--- src/rtl/psum_accum_pkg.sv ---
// Shared widths, int8 saturation bounds and the requantization helper used by
// the partial-sum accumulator and any other int8 output path.
package psum_accum_pkg;

    localparam int PSUM_W  = 20;
    localparam int ACC_W   = 32;
    localparam int BIAS_W  = 16;
    localparam int OUT_W   = 8;
    localparam int SHIFT_W = 5;
    localparam int TILE_W  = 12;

    localparam int SAT_MAX = 127;
    localparam int SAT_MIN = -128;

    // Optional ReLU, round-half-up arithmetic right shift, saturate to int8.
    // Work one bit wider than the accumulator so the rounding add never wraps.
    function automatic logic signed [OUT_W-1:0] requant(
        input logic signed [ACC_W-1:0]   acc,
        input logic                      relu,
        input logic        [SHIFT_W-1:0] shift
    );
        logic signed [ACC_W:0]   r;
        logic signed [ACC_W:0]   rnd;
        logic signed [ACC_W:0]   q;
        logic signed [OUT_W-1:0] res;
        r   = (relu && acc[ACC_W-1]) ? '0 : {acc[ACC_W-1], acc};
        rnd = (shift == '0) ? '0 : ((ACC_W+1)'(1) << (shift - 1'b1));
        q   = (r + rnd) >>> shift;
        if (q > (ACC_W+1)'(SAT_MAX))
            res = OUT_W'(SAT_MAX);
        else if (q < (ACC_W+1)'(SAT_MIN))
            res = OUT_W'(SAT_MIN);
        else
            res = q[OUT_W-1:0];
        return res;
    endfunction

endpackage

--- src/rtl/psum_accum_out_fifo.sv ---
// First-word fall-through synchronous FIFO. Simultaneous push and pop is
// accepted at any fill level; a push into a full FIFO without a pop is
// dropped and reported on drop.
module psum_out_fifo #(
    parameter  int W     = 8,
    parameter  int DEPTH = 4,
    localparam int PTR_W = $clog2(DEPTH),
    localparam int CNT_W = PTR_W + 1
) (
    input  logic             clk,
    input  logic             rst,
    input  logic             clr,
    input  logic             push,
    input  logic [W-1:0]     din,
    input  logic             pop,
    output logic [W-1:0]     dout,
    output logic             full,
    output logic             empty,
    output logic [CNT_W-1:0] count,
    output logic             drop
);

    logic [W-1:0]     mem [DEPTH];
    logic [PTR_W-1:0] wr_ptr;
    logic [PTR_W-1:0] rd_ptr;
    logic             do_pop;
    logic             do_push;

    assign full    = (count == CNT_W'(DEPTH));
    assign empty   = (count == '0);
    assign do_pop  = pop && !empty;
    // A pop in the same cycle frees the slot, so a full FIFO still accepts.
    assign do_push = push && (!full || do_pop);
    assign drop    = push && full && !do_pop;
    // Head word falls through; drive zero while empty so stale storage never shows.
    assign dout    = empty ? '0 : mem[rd_ptr];

    // Pointer and occupancy bookkeeping.
    always_ff @(posedge clk or posedge rst) begin
        // NOTE: sequential state uses non-blocking assignments so every register samples pre-edge values.
        if (rst) begin
            wr_ptr <= '0;
            rd_ptr <= '0;
            count  <= '0;
        end else if (clr) begin
            wr_ptr <= '0;
            rd_ptr <= '0;
            count  <= '0;
        end else begin
            if (do_push) wr_ptr <= wr_ptr + 1'b1;
            if (do_pop)  rd_ptr <= rd_ptr + 1'b1;
            if (do_push && !do_pop)
                count <= count + 1'b1;
            else if (do_pop && !do_push)
                count <= count - 1'b1;
        end
    end

    // Storage write port.
    always_ff @(posedge clk) begin
        // NOTE: storage has no reset; count alone decides which entries are valid.
        if (do_push) mem[wr_ptr] <= din;
    end

endmodule

--- src/rtl/psum_accum.sv ---
// Accumulates a configurable number of partial sums per output pixel, adds
// bias, requantizes to int8 and buffers results toward the output writer.
module psum_accum #(
    parameter int PSUM_W = psum_accum_pkg::PSUM_W,
    parameter int ACC_W  = psum_accum_pkg::ACC_W,
    parameter int BIAS_W = psum_accum_pkg::BIAS_W,
    parameter int OUT_W  = psum_accum_pkg::OUT_W,
    parameter int DEPTH  = 4
) (
    input  logic                     clk,
    input  logic                     rst,
    input  logic                     clr_i,
    input  logic                     vld_i,
    input  logic signed [PSUM_W-1:0] psum_i,
    input  logic        [11:0]       cfg_num_tiles,
    input  logic        [4:0]        cfg_shift,
    input  logic                     cfg_relu,
    input  logic signed [BIAS_W-1:0] bias_i,
    output logic signed [OUT_W-1:0]  out_data,
    output logic                     out_vld,
    input  logic                     out_rdy,
    output logic                     almost_full_o,
    output logic                     ovf_o,
    output logic                     busy_o
);

    import psum_accum_pkg::*;

    localparam int CNT_W = $clog2(DEPTH) + 1;

    logic        [TILE_W-1:0]  tile_cnt;
    logic        [TILE_W-1:0]  num_lat;
    logic        [SHIFT_W-1:0] shift_lat;
    logic                      relu_lat;
    logic signed [ACC_W-1:0]   acc;
    logic                      acc_done;
    logic                      pp_vld;
    logic signed [OUT_W-1:0]   pp_data;

    logic        [TILE_W-1:0]  n_cur;
    logic                      last_tile;
    logic signed [ACC_W-1:0]   psum_ext;
    logic signed [ACC_W-1:0]   bias_ext;

    logic                      fifo_full;
    logic                      fifo_empty;
    logic        [CNT_W-1:0]   fifo_count;
    logic                      fifo_drop;
    logic        [OUT_W-1:0]   fifo_dout;

    assign psum_ext = ACC_W'(psum_i);
    assign bias_ext = ACC_W'(bias_i);

    // Group length in force this cycle: live config on the first psum, latched afterwards.
    always_comb begin
        // NOTE: every always_comb output gets a default first so no latch is inferred.
        n_cur = num_lat;
        if (tile_cnt == '0)
            n_cur = (cfg_num_tiles == '0) ? TILE_W'(1) : cfg_num_tiles;
        last_tile = (tile_cnt == n_cur - TILE_W'(1));
    end

    // Tile counter, config latch and accumulator.
    always_ff @(posedge clk or posedge rst) begin
        if (rst) begin
            tile_cnt  <= '0;
            num_lat   <= TILE_W'(1);
            shift_lat <= '0;
            relu_lat  <= 1'b0;
            acc       <= '0;
            acc_done  <= 1'b0;
        end else if (clr_i) begin
            tile_cnt  <= '0;
            num_lat   <= TILE_W'(1);
            shift_lat <= '0;
            relu_lat  <= 1'b0;
            acc       <= '0;
            acc_done  <= 1'b0;
        end else begin
            acc_done <= 1'b0;
            if (vld_i) begin
                if (tile_cnt == '0) begin
                    num_lat   <= n_cur;
                    shift_lat <= cfg_shift;
                    relu_lat  <= cfg_relu;
                    acc       <= bias_ext + psum_ext;
                end else begin
                    acc <= acc + psum_ext;
                end
                if (last_tile) begin
                    tile_cnt <= '0;
                    acc_done <= 1'b1;
                end else begin
                    tile_cnt <= tile_cnt + 1'b1;
                end
            end
        end
    end

    // Post-process stage: requantize a finished accumulation into an int8 result.
    always_ff @(posedge clk or posedge rst) begin
        if (rst) begin
            pp_vld  <= 1'b0;
            pp_data <= '0;
        end else if (clr_i) begin
            pp_vld  <= 1'b0;
            pp_data <= '0;
        end else begin
            pp_vld <= acc_done;
            if (acc_done)
                pp_data <= requant(acc, relu_lat, shift_lat);
        end
    end

    // Sticky drop flag, cleared only by reset or clear.
    always_ff @(posedge clk or posedge rst) begin
        if (rst)
            ovf_o <= 1'b0;
        else if (clr_i)
            ovf_o <= 1'b0;
        else if (fifo_drop)
            ovf_o <= 1'b1;
    end

    psum_out_fifo #(
        .W     (OUT_W),
        .DEPTH (DEPTH)
    ) u_fifo (
        .clk   (clk),
        .rst   (rst),
        .clr   (clr_i),
        .push  (pp_vld),
        .din   (pp_data),
        .pop   (out_rdy),
        .dout  (fifo_dout),
        .full  (fifo_full),
        .empty (fifo_empty),
        .count (fifo_count),
        .drop  (fifo_drop)
    );

    assign out_data      = fifo_dout;
    assign out_vld       = !fifo_empty;
    assign almost_full_o = (fifo_count >= CNT_W'(DEPTH - 1));
    assign busy_o        = (tile_cnt != '0) || acc_done || pp_vld || !fifo_empty;

endmodule
--- config.mk ---
export PLATFORM = sky130hd
export DESIGN_NAME = psum_accum
export DESIGN_NICKNAME = d
export VERILOG_FILES = /design/src/rtl/psum_accum_pkg.sv /design/src/rtl/psum_accum_out_fifo.sv /design/src/rtl/psum_accum.sv
export SDC_FILE = /design/constraint.sdc
export NUM_CORES = 1
export LEC_CHECK = 0
export CAP_MARGIN = 30
export CORE_ASPECT_RATIO = 1.1
export CORE_MARGIN = 2
export CORE_UTILIZATION = 60
export DETAILED_ROUTE_END_ITERATION = 8
export DONT_BUFFER_PORTS = 1
export GPL_TIMING_DRIVEN = 0
export PLACE_DENSITY = 0.76
export SETUP_SLACK_MARGIN = 0.3
export SYNTH_ARGS = -nofsm -noshare
export SYNTH_HDL_FRONTEND = slang
export SYNTH_SLANG_ARGS = --single-unit
--- constraint.sdc ---
create_clock -name clk -period 15.8 [get_ports clk]
set_input_delay 3.16 -clock clk [delete_from_list [all_inputs] [get_ports clk]]
set_output_delay 3.16 -clock clk [all_outputs]
set_load 0.01 [all_outputs]
---- Word-level counts from Yosys, hierarchy flattened ----
Memory sizes are Yosys's and may differ from the RTL's.
Cells that the tools add are included.
word-level totals
  flip-flop bits (word level) ............. 80
  latch bits .............................. 0
  bits in writable memories ............... 32
  bits in read-only memories .............. 0
  input port bits ......................... 59
  output and inout port bits .............. 12
  word-level logic and storage cells ...... 97
  memories kept ........................... 1
memory list
  memory      depth  width  read ports  clocked after Yosys merged registers in  wr ports  RTL line                   text
  u_fifo.mem  4      8      1           0                                        1         psum_accum_out_fifo.sv:23  logic [W-1:0] mem [DEPTH];
cells by class
  $add $sub $neg .......................... 10
  multiply operators ...................... 0
  divide/modulo/power cells ............... 0
  magnitude comparators ................... 3
  eq/ne operators ......................... 2
  shift-type cells ........................ 2
  muxes and demuxes ....................... 39
  bitwise operators ....................... 0
  reductions and logical operators ........ 28
operators with widths
  operator                                                               count
  12-bit two-way mux                                                     8
  32-bit two-way mux                                                     3
  33-bit two-way mux                                                     2
  8-bit two-way mux                                                      5
  33-bit adder                                                           1
  33-bit by 8-bit > comparator with 1-bit output, second input constant  1
  33-bit by 8-bit < comparator with 1-bit output, second input constant  1
  1-bit by 5-bit << shifter with 33-bit output, first input constant     1
  33-bit by 5-bit >>> shifter with 33-bit output                         1
  32-bit by 20-bit adder with 32-bit output                              1
  12-bit zero test                                                       2
  16-bit by 20-bit adder with 21-bit output                              1
  5-bit two-way mux                                                      3
  12-bit by 1-bit adder with 12-bit output, second input constant        1
  12-bit == test                                                         1
  12-bit nonzero test                                                    1
  2-bit nonzero test                                                     6
  12-bit by 1-bit subtractor with 12-bit output, second input constant   1
  1-bit two-way mux                                                      11
  3-bit two-way mux                                                      3
  2-bit two-way mux                                                      4
  1-bit logical AND                                                      7
  5-bit zero test                                                        1
  5-bit by 1-bit subtractor with 5-bit output, second input constant     1
  other kinds (10)                                                       17

---- Longest topological paths before layout ----
Gate-level depths: netlist of run 1.
  depth in word-level cells ............... 10
  gate-level depth with buffers ........... 24
  depth with buffers taken out ............ 20

---- Modules after synthesis ----
A second synthesis of run 1 with hierarchy kept.
unflattened totals
  cell total of the unflattened synthesis .. 1563
  area total of the unflattened synthesis .. 12589.6 um^2
by module, submodules not included
  module         times used  cells an instance  area an instance (um^2)  sequential area each (um^2)
  psum_accum     1           1449               10801.6                  1828.0
  psum_out_fifo  1           114                1788.0                   1136.1

---- Least setup slack after synthesis of run 1 ----
OpenSTA, ideal clock, no wires.
  path kind ............................... input port to flip-flop
  start point ............................. in psum_i[0]
  end point ............................... reg acc[30]
  arrival time ............................ 6.157 ns
  data required time ...................... 15.717 ns
  slack ................................... 9.561 ns
  stages on the path ...................... 16
  cell sequence ........................... ha_1 fa_1 a21o_1 a21oi_1 o21bai_1 a21oi_1 o21ai_0 a31oi_1 nand2_1 a211o_1 a31o_2 o21a_1 a31oi_1 xnor2_1 nor2_1 o21ai_0
on the way
  longest elaborated chain between the ends .. 4
  elaborated cells on any way between the ends .. 5
RTL lines
  element                                                                                                        RTL line                            text
  from (decl)                                                                                                    psum_accum.sv:14                    input logic signed [PSUM_W-1:0] psum_i,
  32-bit by 20-bit adder with 32-bit output / 16-bit by 20-bit adder with 21-bit output (equally long branches)  psum_accum.sv:88, psum_accum.sv:86
  32-bit two-way mux (*)                                                                                         psum_accum.sv:82                    if (tile_cnt == '0) begin
  32-bit two-way mux (*)                                                                                         psum_accum.sv:81                    if (vld_i) begin
  32-bit two-way mux (*)                                                                                         psum_accum.sv:72                    end else if (clr_i) begin
  to (signal assigned)                                                                                           psum_accum.sv:86                    acc <= bias_ext + psum_ext;
  to (signal assigned)                                                                                           psum_accum.sv:88                    acc <= acc + psum_ext;
  to (decl)                                                                                                      psum_accum.sv:35                    logic signed [ACC_W-1:0] acc;
Every way passes the cells marked *; elsewhere a longest branch is shown, timed or not. The select of a mux whose other input is x is not followed.
A chain may end at the register's enable or synchronous reset.

---- Worst setup path in the final report of run 1 ----
  start point ............................. reg shift_lat[2]
  end point ............................... reg pp_data[0]
on the way
  longest elaborated chain between the ends .. 10
  elaborated cells on any way between the ends .. 12
RTL lines
  element                                             RTL line              text
  from (decl)                                         psum_accum.sv:33      logic [SHIFT_W-1:0] shift_lat;
  from (signal assigned)                              psum_accum.sv:84      shift_lat <= cfg_shift;
  5-bit by 1-bit subtractor with 5-bit output         psum_accum_pkg.sv:27  rnd = (shift == '0) ? '0 : ((ACC_W+1)'(1) << (shift - 1'b1));
  1-bit by 5-bit << shifter with 33-bit output        psum_accum_pkg.sv:27
  33-bit two-way mux                                  psum_accum_pkg.sv:27
  33-bit adder                                        psum_accum_pkg.sv:28  q = (r + rnd) >>> shift;
  33-bit by 5-bit >>> shifter with 33-bit output (*)  psum_accum_pkg.sv:28
  33-bit by 8-bit < comparator with 1-bit output      psum_accum_pkg.sv:31  else if (q < (ACC_W+1)'(SAT_MIN))
  8-bit two-way mux                                   psum_accum_pkg.sv:31
  8-bit two-way mux (*)                               psum_accum_pkg.sv:29  if (q > (ACC_W+1)'(SAT_MAX))
  8-bit two-way mux (*)                               psum_accum.sv:110     if (acc_done)
  8-bit two-way mux (*)                               psum_accum.sv:105     end else if (clr_i) begin
  to (signal assigned)                                psum_accum.sv:111     pp_data <= requant(acc, relu_lat, shift_lat);
  to (decl)                                           psum_accum.sv:38      logic signed [OUT_W-1:0] pp_data;
Marks and branches as above.

==> results of run 1 <==
==> logic make-up after synthesis <==
logic type                 after synthesis  synth area share [%]
DFF                                    112                  23.4
xor gates and xnor gates                83                  5.73
buffers and inverters                  139                  4.31
and+or+nand+nor                        629                  23.5
AOI/OAI and AO/OA                      484                  26.6
adders and majority gates               94                  9.50
muxes                                   69                  6.95
other                                    1                0.0295
==> through the flow <==
step                hold WS [ps]  cell area (um^2)  util, %
CTS                          512             13400     64.7
global placement             483             13000     63.0
finish                       507             13400     64.7
floorplan                    467             12700        -
detailed placement           494             13000     63.2
global route                 537             13400     64.7
==> power groups by stage <==
stage | sequential, mW | combinational, mW | clock (mW)
3_3_place_gp | 0.333 | 0.468 | 0
3_5_place_dp | 0.333 | 0.473 | 0
5_1_grt | 0.330 | 0.534 | 0.254
6_report | 0.327 | 0.486 | 0.242
4_1_cts | 0.327 | 0.476 | 0.244
2_1_floorplan | 0.326 | 0.362 | 0
==> worst min path at each step <==
stage	endpoint	cells past startpoint
after global routing	acc[24]	2
after global placement	acc[27]	2
after floorplan	acc[20]	2
after detailed placement	acc[27]	2
final	acc[30]	2
after CTS	acc[27]	2
==> critical path, cell delays in order, from the launching register on <==
cell and delay [ps]:
dfrtp_1 330, clkbuf_1 340, clkbuf_1 470, buf_1 590
clkbuf_1 480, clkbuf_1 570, nor3_1 200, ha_1 400
o211ai_1 110, o211ai_1 440, and4_1 340, o211a_1 300
or4_1 160, a31oi_1 150, or3_1 460, o2bb2ai_1 480
o22ai_1 110, or3b_1 440, a2111oi_2 360, nand4_1 210
a221oi_4 490, a211oi_1 150
==> layer usage <==
metal  global-route usage (%)  wire length, um  share of wire [%]  up-vias
met5                        0                0                  0        -
met4                     14.7             1650                4.2        0
met3                     5.78             2950                7.5      105
met1                     48.4            16800                 43     6031
met2                     57.1            18000                 46      598
li1                         -                -                  -     6031
==> synth_stat cells, drive strengths merged, types with 12 or more instances <==
master  count  area, um^2
nor2      183         687
nand2     161         607
a21oi     116         603
o21ai     101         517
ha         90        1130
dfrtp      79        1980
clkbuf     69         259
nand3      69         345
xnor2      54         473
and2       49         307
inv        47         176
mux2i      42         420
a211oi     37         288
a21o       37         278
nor3       37         185
edfxtp     32         961
and3       30         188
xor2       29         254
buf        23         111
a31oi      22         153
o211ai     21         158
a311oi     18         158
nand4      17         106
or3        16         100
mux4       14         315
nand2b     14        87.6
mux2       13         146
o21bai     13        97.6
o21a       12        90.1
==> state kept, by name, summed over array words and instances (netlist names) <==
signal	count
u_fifo.mem	32
acc_done	1
u_fifo.count	3
pp_data	8
num_lat	12
u_fifo.rd_ptr	2
u_fifo.wr_ptr	2
ovf_o	1
relu_lat	1
pp_vld	1
acc	32
tile_cnt	12
shift_lat	5
==> area by class of cell <==
cell class                 instances  area, um^2  share of cell area (%)
multi-input combinational       1360        9180                    68.7
clock inverter                     7        88.8                   0.665
inverter                          47         179                    1.34
clock buffer                       9         225                    1.69
tap                              256         320                    2.40
sequential                       112        2960                    22.2
timing repair buffer               1        27.5                   0.206
buffer                            92         370                    2.77
==> qor.yml, run 1 <==
cells_and_area:
  nFillCells: 1867
  n_antenna_cell: 0
  layout.cells.non_filler: 1884
  nNetsFinal: 1776
  syn2layout_area_growth_pct: 5.24
  final_cell_mix: "nor2_1 (183), nand2_1 (160), a21oi_1 (112)"
  drive_gt1_share_pct: 5.53
  final_common_cell: "nor2_1"
logic_synthesis:
  ys_warn_count: 0
  synth_area_um2: 12700
  async_flop_share_pct: 71.4
  synth_sequential_area_ratio_pct: 23.4
  synth_edf_count: 32
  ys.flop_type: "dfrtp_1"
  avgSynthCellArea_um2: 7.88
  syn-instance-count: 1611
  syn_nets: 1764
  ys_types: 91
  yosys_register_bits: 112
detailed_routing:
  postRouteAntennaNets: 0
  dr.pass1.iters: 5
  wl_per_cell_um: 20.9
  vias: 12800
  vias_per_cell: 6.78
  drt_iter0_drc: 1238
  drc: 0
  drt_wl_total_um: 39400
power:
  leakage_nw: 5.85
  seqPwrFrac_pct: 31.0
  power.share.switching_pct: 42.2
  pwr_density_cell_nw_per_um2: 79.1
  combPwrFrac_pct: 46.1
  p_int_mw: 0.610
  ir_drop_v: 0.0000521
  p_clk_share_pct: 22.9
  power.switching_mw: 0.446
  p_total_mw: 1.06
floorplanning:
  core_area_um2: 20600
  ios: 71
  die_h_um: 157
  initial_core_util_pct: 61.5
  dieWidth_um: 143
  dieArea_um2: 22300
  rows: 55
global_route:
  grt_pass1_vias: 12100
  antenna_found_initial: 0
  grt_pass1_wl_um: 63300
  grt_overflow: 0
  grt_max_degree: 68
  grt.total_usage_pct: 35.8
setup_path:
  criticalPathCategory: "register to register"
  rr_worst_depth: 21
  endpoint: "pp_data[0]"
  worstPathArrival_ps: 7990
  startpoint_type: "register"
  endpoint_kind: "register"
  required_ps: 16020
  r2r-start: "shift_lat[2]"
  r2r_end: "pp_data[0]"
  reg2reg_setup_slack_ps: 8040
  critPathLaunch: "shift_lat[2]"
  critPathMaxFanout: 10
clock_network:
  clkSinkCount: 112
  clk_latency_ps: 370
  numCtsBuffers: 9
  clk_path_buf_depth: 2
  cts_tree: "yes"
  cts-root-buf: "clkbuf_16"
  cts.repair.resized: 0
  htree_num_levels: 3
  clk_pin_slew_ps: 90
  cts-hold-fix-buffers: 0
  cts_setup_buffers: 0
timing:
  fmax_ghz: 0.129
  setup_viol: 0
  fin_skew_ps: 19.0
  fin_crit_sh_pct: 49.1
  slew_viol_final: 0
  finalCriticalPeriod_ps: 7760
  worst_slack_ps: 8040
  tns_ps: 0
  rsz0062_at_grt: "false"
  worst_pin_slew_ps: 844
  relSlewSlack_pct: 43.5
  hold_viol: 0
min_path:
  worst_hold_path_type: "register to register"
  min_from: "acc[30]"
placement:
  portBuffers: 0
  place_congestion: 1.04
  dpl.hpwl_um: 31000
  pre_cts_ws_ps: 8320
  placed_cells: 1868
status:
  status: "complete, no violations"
flow_run:
  drv_cap: 0
(Power assumes the default switching activity.)
==> inputs of run 2 (changes only) <==
--- a/config.mk
+++ b/config.mk
@@ -12,7 +12,7 @@
 export DETAILED_ROUTE_END_ITERATION = 8
 export DONT_BUFFER_PORTS = 1
 export GPL_TIMING_DRIVEN = 0
-export PLACE_DENSITY = 0.76
+export PLACE_DENSITY = 0.79
 export SETUP_SLACK_MARGIN = 0.3
 export SYNTH_ARGS = -nofsm -noshare
 export SYNTH_HDL_FRONTEND = slang
==> constraint.sdc (replaced) <==
create_clock -name clk -period 6.7 [get_ports clk]
set_input_delay 1.34 -clock clk [delete_from_list [all_inputs] [get_ports clk]]
set_output_delay 1.34 -clock clk [all_outputs]
set_load 0.01 [all_outputs]
==> qor.yml, run 2 (same netlist as run 1, synthesis figures left out) <==
status:
  status: "complete, no violations"  # unchanged
clock_network:
  cts-root-buf: "clkbuf_16"  # unchanged
  htree_num_levels: 3  # unchanged
  clk_pin_slew_ps: 90  # about the same
  clkSinkCount: 112  # unchanged
  clk_latency_ps: 370  # about the same
  cts_tree: "yes"  # unchanged
  cts-hold-fix-buffers: 0  # unchanged
  numCtsBuffers: 9  # unchanged
  clk_path_buf_depth: 2  # unchanged
setup_path:
  cp_slowest_stage_delay_ps: 420  # was 590 ps
  criticalPathCategory: "register to register"  # unchanged
  endpoint_kind: "register"  # unchanged
  required_ps: 6920  # was 16020 ps
  crit_slowest_cell: "or3b_1"  # was buf_1
  critPathMaxFanout: 10  # unchanged
  reg2reg_setup_slack_ps: 520  # was 8040 ps
  cp_common_cell: "clkbuf_4"  # was clkbuf_1
  critical_path.top_delay_family: "compound AO/OA/AOI/OAI gates"  # unchanged
  worstPathArrival_ps: 6400  # was 7990 ps
  startpoint_type: "register"  # unchanged
  path_buf_inv: 8  # was 5
placement:
  pre_cts_ws_ps: -591  # was 8320 ps
  placed_area_um2: 13000  # unchanged
  dpl.hpwl_um: 29800  # was 31000 um
  portBuffers: 0  # unchanged
  place_congestion: 1.05  # was 1.04
detailed_routing:
  postRouteAntennaNets: 0  # unchanged
  drt_iter0_drc: 1239  # was 1238
  drt_wl_total_um: 38500  # was 39400 um
  wl_per_cell_um: 20.4  # was 20.9 um
  drc: 0  # unchanged
  vias: 12900  # was 12800
  dr.pass1.iters: 6  # was 5
  vias_per_cell: 6.81  # was 6.78
cells_and_area:
  final_common_cell: "nor2_1"  # unchanged
  nNetsFinal: 1781  # was 1776
  drive_gt1_share_pct: 9.12  # was 5.53%
  nFillCells: 1800  # was 1867
  top_regs: "acc (32), u_fifo.mem (32)"  # unchanged
  final_area_um2: 13600  # was 13400 um^2
  multi_input_area_um2: 9320  # was 9180 um^2
  n_antenna_cell: 0  # unchanged
  final_cell_mix: "nor2_1 (181), nand2_1 (155), a21oi_1 (107)"  # was nor2_1 (183), nand2_1 (160), a21oi_1 (112)
  syn2layout_area_growth_pct: 7.21  # was 5.24%
  seqCellArea_um2: 2970  # was 2960 um^2
global_route:
  grt_overflow: 0  # unchanged
  antenna_found_initial: 0  # unchanged
  grt_max_degree: 62  # was 68
  grt_pass1_vias: 12100  # about the same
  grt_pass1_wl_um: 61200  # was 63300 um
  grt.total_usage_pct: 34.3  # was 35.8%
floorplanning:
  core_area_um2: 20600  # unchanged
  ios: 71  # unchanged
  rows: 55  # unchanged
  dieWidth_um: 143  # unchanged
  dieArea_um2: 22300  # unchanged
  die_h_um: 157  # unchanged
  initial_core_util_pct: 61.5  # unchanged
timing:
  hold_viol: 0  # unchanged
  relSlewSlack_pct: 34.3  # was 43.5%
  setup_viol: 0  # unchanged
  fmax_ghz: 0.162  # was 0.129 GHz
  rsz0062_at_grt: "false"  # unchanged
  finalCriticalPeriod_ps: 6180  # was 7760 ps
  worst_pin_slew_ps: 979  # was 844 ps
  worst_slack_ps: 523  # was 8040 ps
  fin_crit_sh_pct: 92.2  # was 49.1%
  slew_viol_final: 0  # unchanged
  fin_skew_ps: 18.2  # was 19.0 ps
power:
  ir_drop_v: 0.000136  # was 0.0000521 V
  pwr_density_cell_nw_per_um2: 187  # was 79.1 nW/um^2
  leakage_nw: 5.99  # was 5.85 nW
flow_run:
  drv_cap: 0  # unchanged
min_path:
  worst_hold_path_type: "register to register"  # unchanged
## run 2: where the power goes
part / switching (mW) / internal, mW / leakage, nW
Clock: 0.306 / 0.308 / 0.160
Sequential: 0.0365 / 0.734 / 1.37
Combinational: 0.717 / 0.445 / 4.46
Total: 1.06 / 1.49 / 5.99
## run 2: path summary, 6_finish.rpt
| check | startpoint | to | depth (start not counted) |
|---|---|---|---|
| min reg2reg | pp_data[7] | u_fifo.mem[0][7] | 0 |
| min | pp_data[7] | u_fifo.mem[0][7] | 0 |
| min in group asynchronous | rst | u_fifo.wr_ptr[0] | 1 |
| max | shift_lat[2] | pp_data[1] | 25 |
| max in group asynchronous | rst | num_lat[0] | 2 |
| max reg2reg | shift_lat[2] | pp_data[1] | 25 |
## run 2: layer usage
metal	wire [um]	vias up	GRT usage, %
met5	0	-	0
met4	2160	0	18.7
met3	3040	140	4.80
met2	17600	625	54.9
met1	15700	6066	44.9
li1	-	6036	-
## run 2: what timing repair did
action / in CTS / in global routing
setup endpoints to repair: 7 / 7
resized for setup: 25 / 58
setup buffers: 1 / 4
pin swaps: 1 / 5
## run 2: area by class of cell
class                      count  share of cell area (%)
multi-input combinational   1360                    68.5
sequential                   112                    21.8
buffer                        92                    3.15
tap                          256                    2.35
clock buffer                   9                    1.66
inverter                      47                    1.32
clock inverter                 7                   0.754
timing repair buffer           6                   0.478
## run 2: worst reg2reg max path: stages, from the launching register on
cell and delay [ps]:
dfrtp_1 370, clkbuf_2 180, clkbuf_4 230, clkbuf_4 230, clkbuf_4 230, nand2_2 210
nor2_1 80, ha_1 280, clkbuf_1 310, nand4_1 250, a31oi_4 270, a21oi_4 120
a21boi_4 180, o21ai_4 200, a211oi_2 130, or3_1 370, buf_2 180, and2_1 160
buf_6 150, o221ai_2 240, or3b_1 420, a2111oi_2 390, nand4_1 230, a221oi_4 320
buf_4 190, a211oi_1 90
## run 2: metrics by stage
step / power [mW] / TNS (ps) / hold slack [ps] / instances / util, %
final: 2.55 / 0 / 522 / 1889 / 65.9
after detailed placement: 1.89 / -4030 / 512 / 1868 / 63.2
after floorplan: 1.62 / 0 / 467 / 1611 / -
after CTS: 2.50 / 0 / 527 / 1885 / 65.1
after global routing: 2.68 / 0 / 549 / 1889 / 65.9
after global placement: 1.87 / -4030 / 485 / 1867 / 63.0
==> inputs of run 3 (changes only) <==
--- a/config.mk
+++ b/config.mk
@@ -14,6 +14,8 @@
 export GPL_TIMING_DRIVEN = 0
 export PLACE_DENSITY = 0.79
 export SETUP_SLACK_MARGIN = 0.3
+export SLEW_MARGIN = 20
 export SYNTH_ARGS = -nofsm -noshare
 export SYNTH_HDL_FRONTEND = slang
+export SYNTH_HIERARCHICAL = 1
 export SYNTH_SLANG_ARGS = --single-unit
==> qor.yml, run 3 <==
timing:
  rsz0062_at_grt: "false"  # unchanged
  hold_slack_ps: 522  # about the same
  slew_viol_final: 0  # unchanged
  fin_skew_ps: 11.2  # was 18.2 ps
  setup_viol: 0  # unchanged
  fin_crit_sh_pct: 92.7  # was 92.2%
  relSlewSlack_pct: 42.3  # was 34.3%
  fmax_ghz: 0.161  # was 0.162 GHz
  worst_pin_slew_ps: 865  # was 979 ps
  finalCriticalPeriod_ps: 6210  # was 6180 ps
  hold_viol: 0  # unchanged
setup_path:
  endpoint_kind: "register"  # unchanged
  r2r-start: "shift_lat[3]"  # was shift_lat[2]
  rr_worst_depth: 21  # was 25
  criticalPathCategory: "register to register"  # unchanged
  startpoint_type: "register"  # unchanged
  required_ps: 6910  # was 6920 ps
  critPathMaxFanout: 10  # unchanged
  reg2reg_setup_slack_ps: 490  # was 520 ps
  critPathLaunch: "shift_lat[3]"  # was shift_lat[2]
  worstPathArrival_ps: 6430  # was 6400 ps
clock_network:
  clk_latency_ps: 370  # about the same
  htree_num_levels: 3  # unchanged
  clk_pin_slew_ps: 80  # was 90 ps
  clk_path_buf_depth: 2  # unchanged
  cts-hold-fix-buffers: 0  # unchanged
  clkSinkCount: 112  # unchanged
  numCtsBuffers: 9  # unchanged
  cts-root-buf: "clkbuf_16"  # unchanged
  cts_tree: "yes"  # unchanged
cells_and_area:
  syn2layout_area_growth_pct: 6.90  # was 7.21%
  final_common_cell: "nor2_1"  # unchanged
  final_area_um2: 13500  # was 13600 um^2
  top_regs: "acc (32), u_fifo/mem (32)"  # was acc (32), u_fifo.mem (32)
  nNetsFinal: 1737  # was 1781
  layout.cells.non_filler: 1845  # was 1889
  nFillCells: 1767  # was 1800
  drive_gt1_share_pct: 9.69  # was 9.12%
  n_antenna_cell: 0  # unchanged
  utilization_pct: 65.4  # was 65.9%
  final_cell_mix: "nor2_1 (172), nand2_1 (145), a21oi_1 (121)"  # was nor2_1 (181), nand2_1 (155), a21oi_1 (107)
floorplanning:
  ios: 71  # unchanged
  dieWidth_um: 142  # was 143 um
  dieArea_um2: 22200  # was 22300 um^2
  core_area_um2: 20600  # about the same
  initial_core_util_pct: 61.2  # was 61.5%
  die_h_um: 156  # was 157 um
  rows: 55  # unchanged
logic_synthesis:
  synth_area_um2: 12600  # was 12700 um^2
  syn_nets: 1715  # was 1764
  syn-instance-count: 1562  # was 1611
  avgSynthCellArea_um2: 8.06  # was 7.88 um^2
  ys_warn_count: 6  # was 0
placement:
  placed_cells: 1820  # was 1868
  dpl.hpwl_um: 29000  # was 29800 um
  portBuffers: 0  # unchanged
  place_congestion: 1.01  # was 1.05
  placed_area_um2: 12900  # was 13000 um^2
global_route:
  grt_pass1_vias: 11700  # was 12100
  grt_pass1_wl_um: 58900  # was 61200 um
  grt.total_usage_pct: 33.1  # was 34.3%
  grt_max_degree: 46  # was 62
  antenna_found_initial: 0  # unchanged
  grt_overflow: 0  # unchanged
detailed_routing:
  postRouteAntennaNets: 0  # unchanged
  vias_per_cell: 6.60  # was 6.81
  drc: 0  # unchanged
  dr.pass1.iters: 5  # was 6
  drt_wl_total_um: 36600  # was 38500 um
  wl_per_cell_um: 19.8  # was 20.4 um
  drt_iter0_drc: 957  # was 1239
  vias: 12200  # was 12900
min_path:
  min_from: "acc[31]"  # was pp_data[7]
  worst_hold_path_type: "register to register"  # unchanged
  hold-path-cell-count: 1  # was 0
power:
  pwr_density_cell_nw_per_um2: 189  # was 187 nW/um^2
  p_total_mw: 2.55  # about the same
  ir_drop_v: 0.000137  # was 0.000136 V
  leakage_nw: 5.87  # was 5.99 nW
status:
  status: "complete, no violations"  # unchanged
flow_run:
  drv_cap: 0  # unchanged
[run 3: changes by cell type in the layout (fill, tap and decap cells not counted), moves of 9 or more]
cell | previous run | this run
nor3_1 | 34 | 48
nor2_1 | 181 | 172
a21oi_1 | 107 | 121
nand2_1 | 155 | 145
nor2b_1 | 10 | 25
buf_4 | 6 | 15
inv_1 | 46 | 32
mux2i_1 | 41 | 50
[run 3: path summary, 6_finish.rpt]
path / end
worst max-delay path: pp_data[1]
worst min-delay path: acc[31]
worst max register to register: pp_data[1]
worst min register to register: acc[31]
max in group asynchronous: num_lat[0]
min in group asynchronous: u_fifo/rd_ptr[1]
[run 3: report_power, final]
part	switching (mW)	leakage, nW	internal [mW]
registers	0.0397	1.38	0.738
logic	0.731	4.34	0.483
clock network	0.286	0.149	0.269
[run 3: timing repair]
item	4_1_cts	5_1_grt
setup buffers	1	8
pin swaps	1	5
endpoints found under the setup margin	7	7
gates cloned	0	0
hold endpoints to repair	0	0
gates resized for setup	18	41
[run 3: layout make-up]
cell class                 count  area [um^2]  area share [%]
buffer                        89          410            3.05
clock buffer                   9          225            1.67
clock inverter                 7         76.3           0.567
inverter                      35          140            1.04
multi-input combinational   1326         9220            68.5
sequential                   112         2970            22.0
tap                          256          320            2.38
timing repair buffer          11          100           0.744
[run 3: critical path, stage by stage, from the launching register on]
cell	delay [ps]
dfrtp_1	410
clkbuf_2	280
buf_2	270
buf_2	280
buf_2	310
nand3_1	260
nor2_1	180
ha_1	340
a21o_1	280
a21oi_1	180
o21ai_1	70
a21o_1	210
a211o_1	310
o22ai_2	270
xnor2_2	190
mux4_2	530
mux2_4	290
mux4_2	470
nand3b_1	210
o41ai_4	390
and2_4	260
a211oi_2	70
[run 3: through the flow]
stage | setup slack [ps] | TNS, ps
CTS | 299 | 0
global route | 297 | 0
floorplan | 1030 | 0
detailed placement | -464 | -3170
finish | 486 | 0
global placement | -426 | -2910
[run 3: per-layer routing]
metal | track usage [%] | part of all wire [%]
met3 | 3.74 | 6.3
met5 | 0 | 0
met4 | 13.8 | 4.1
met2 | 54.4 | 47
met1 | 44.4 | 43
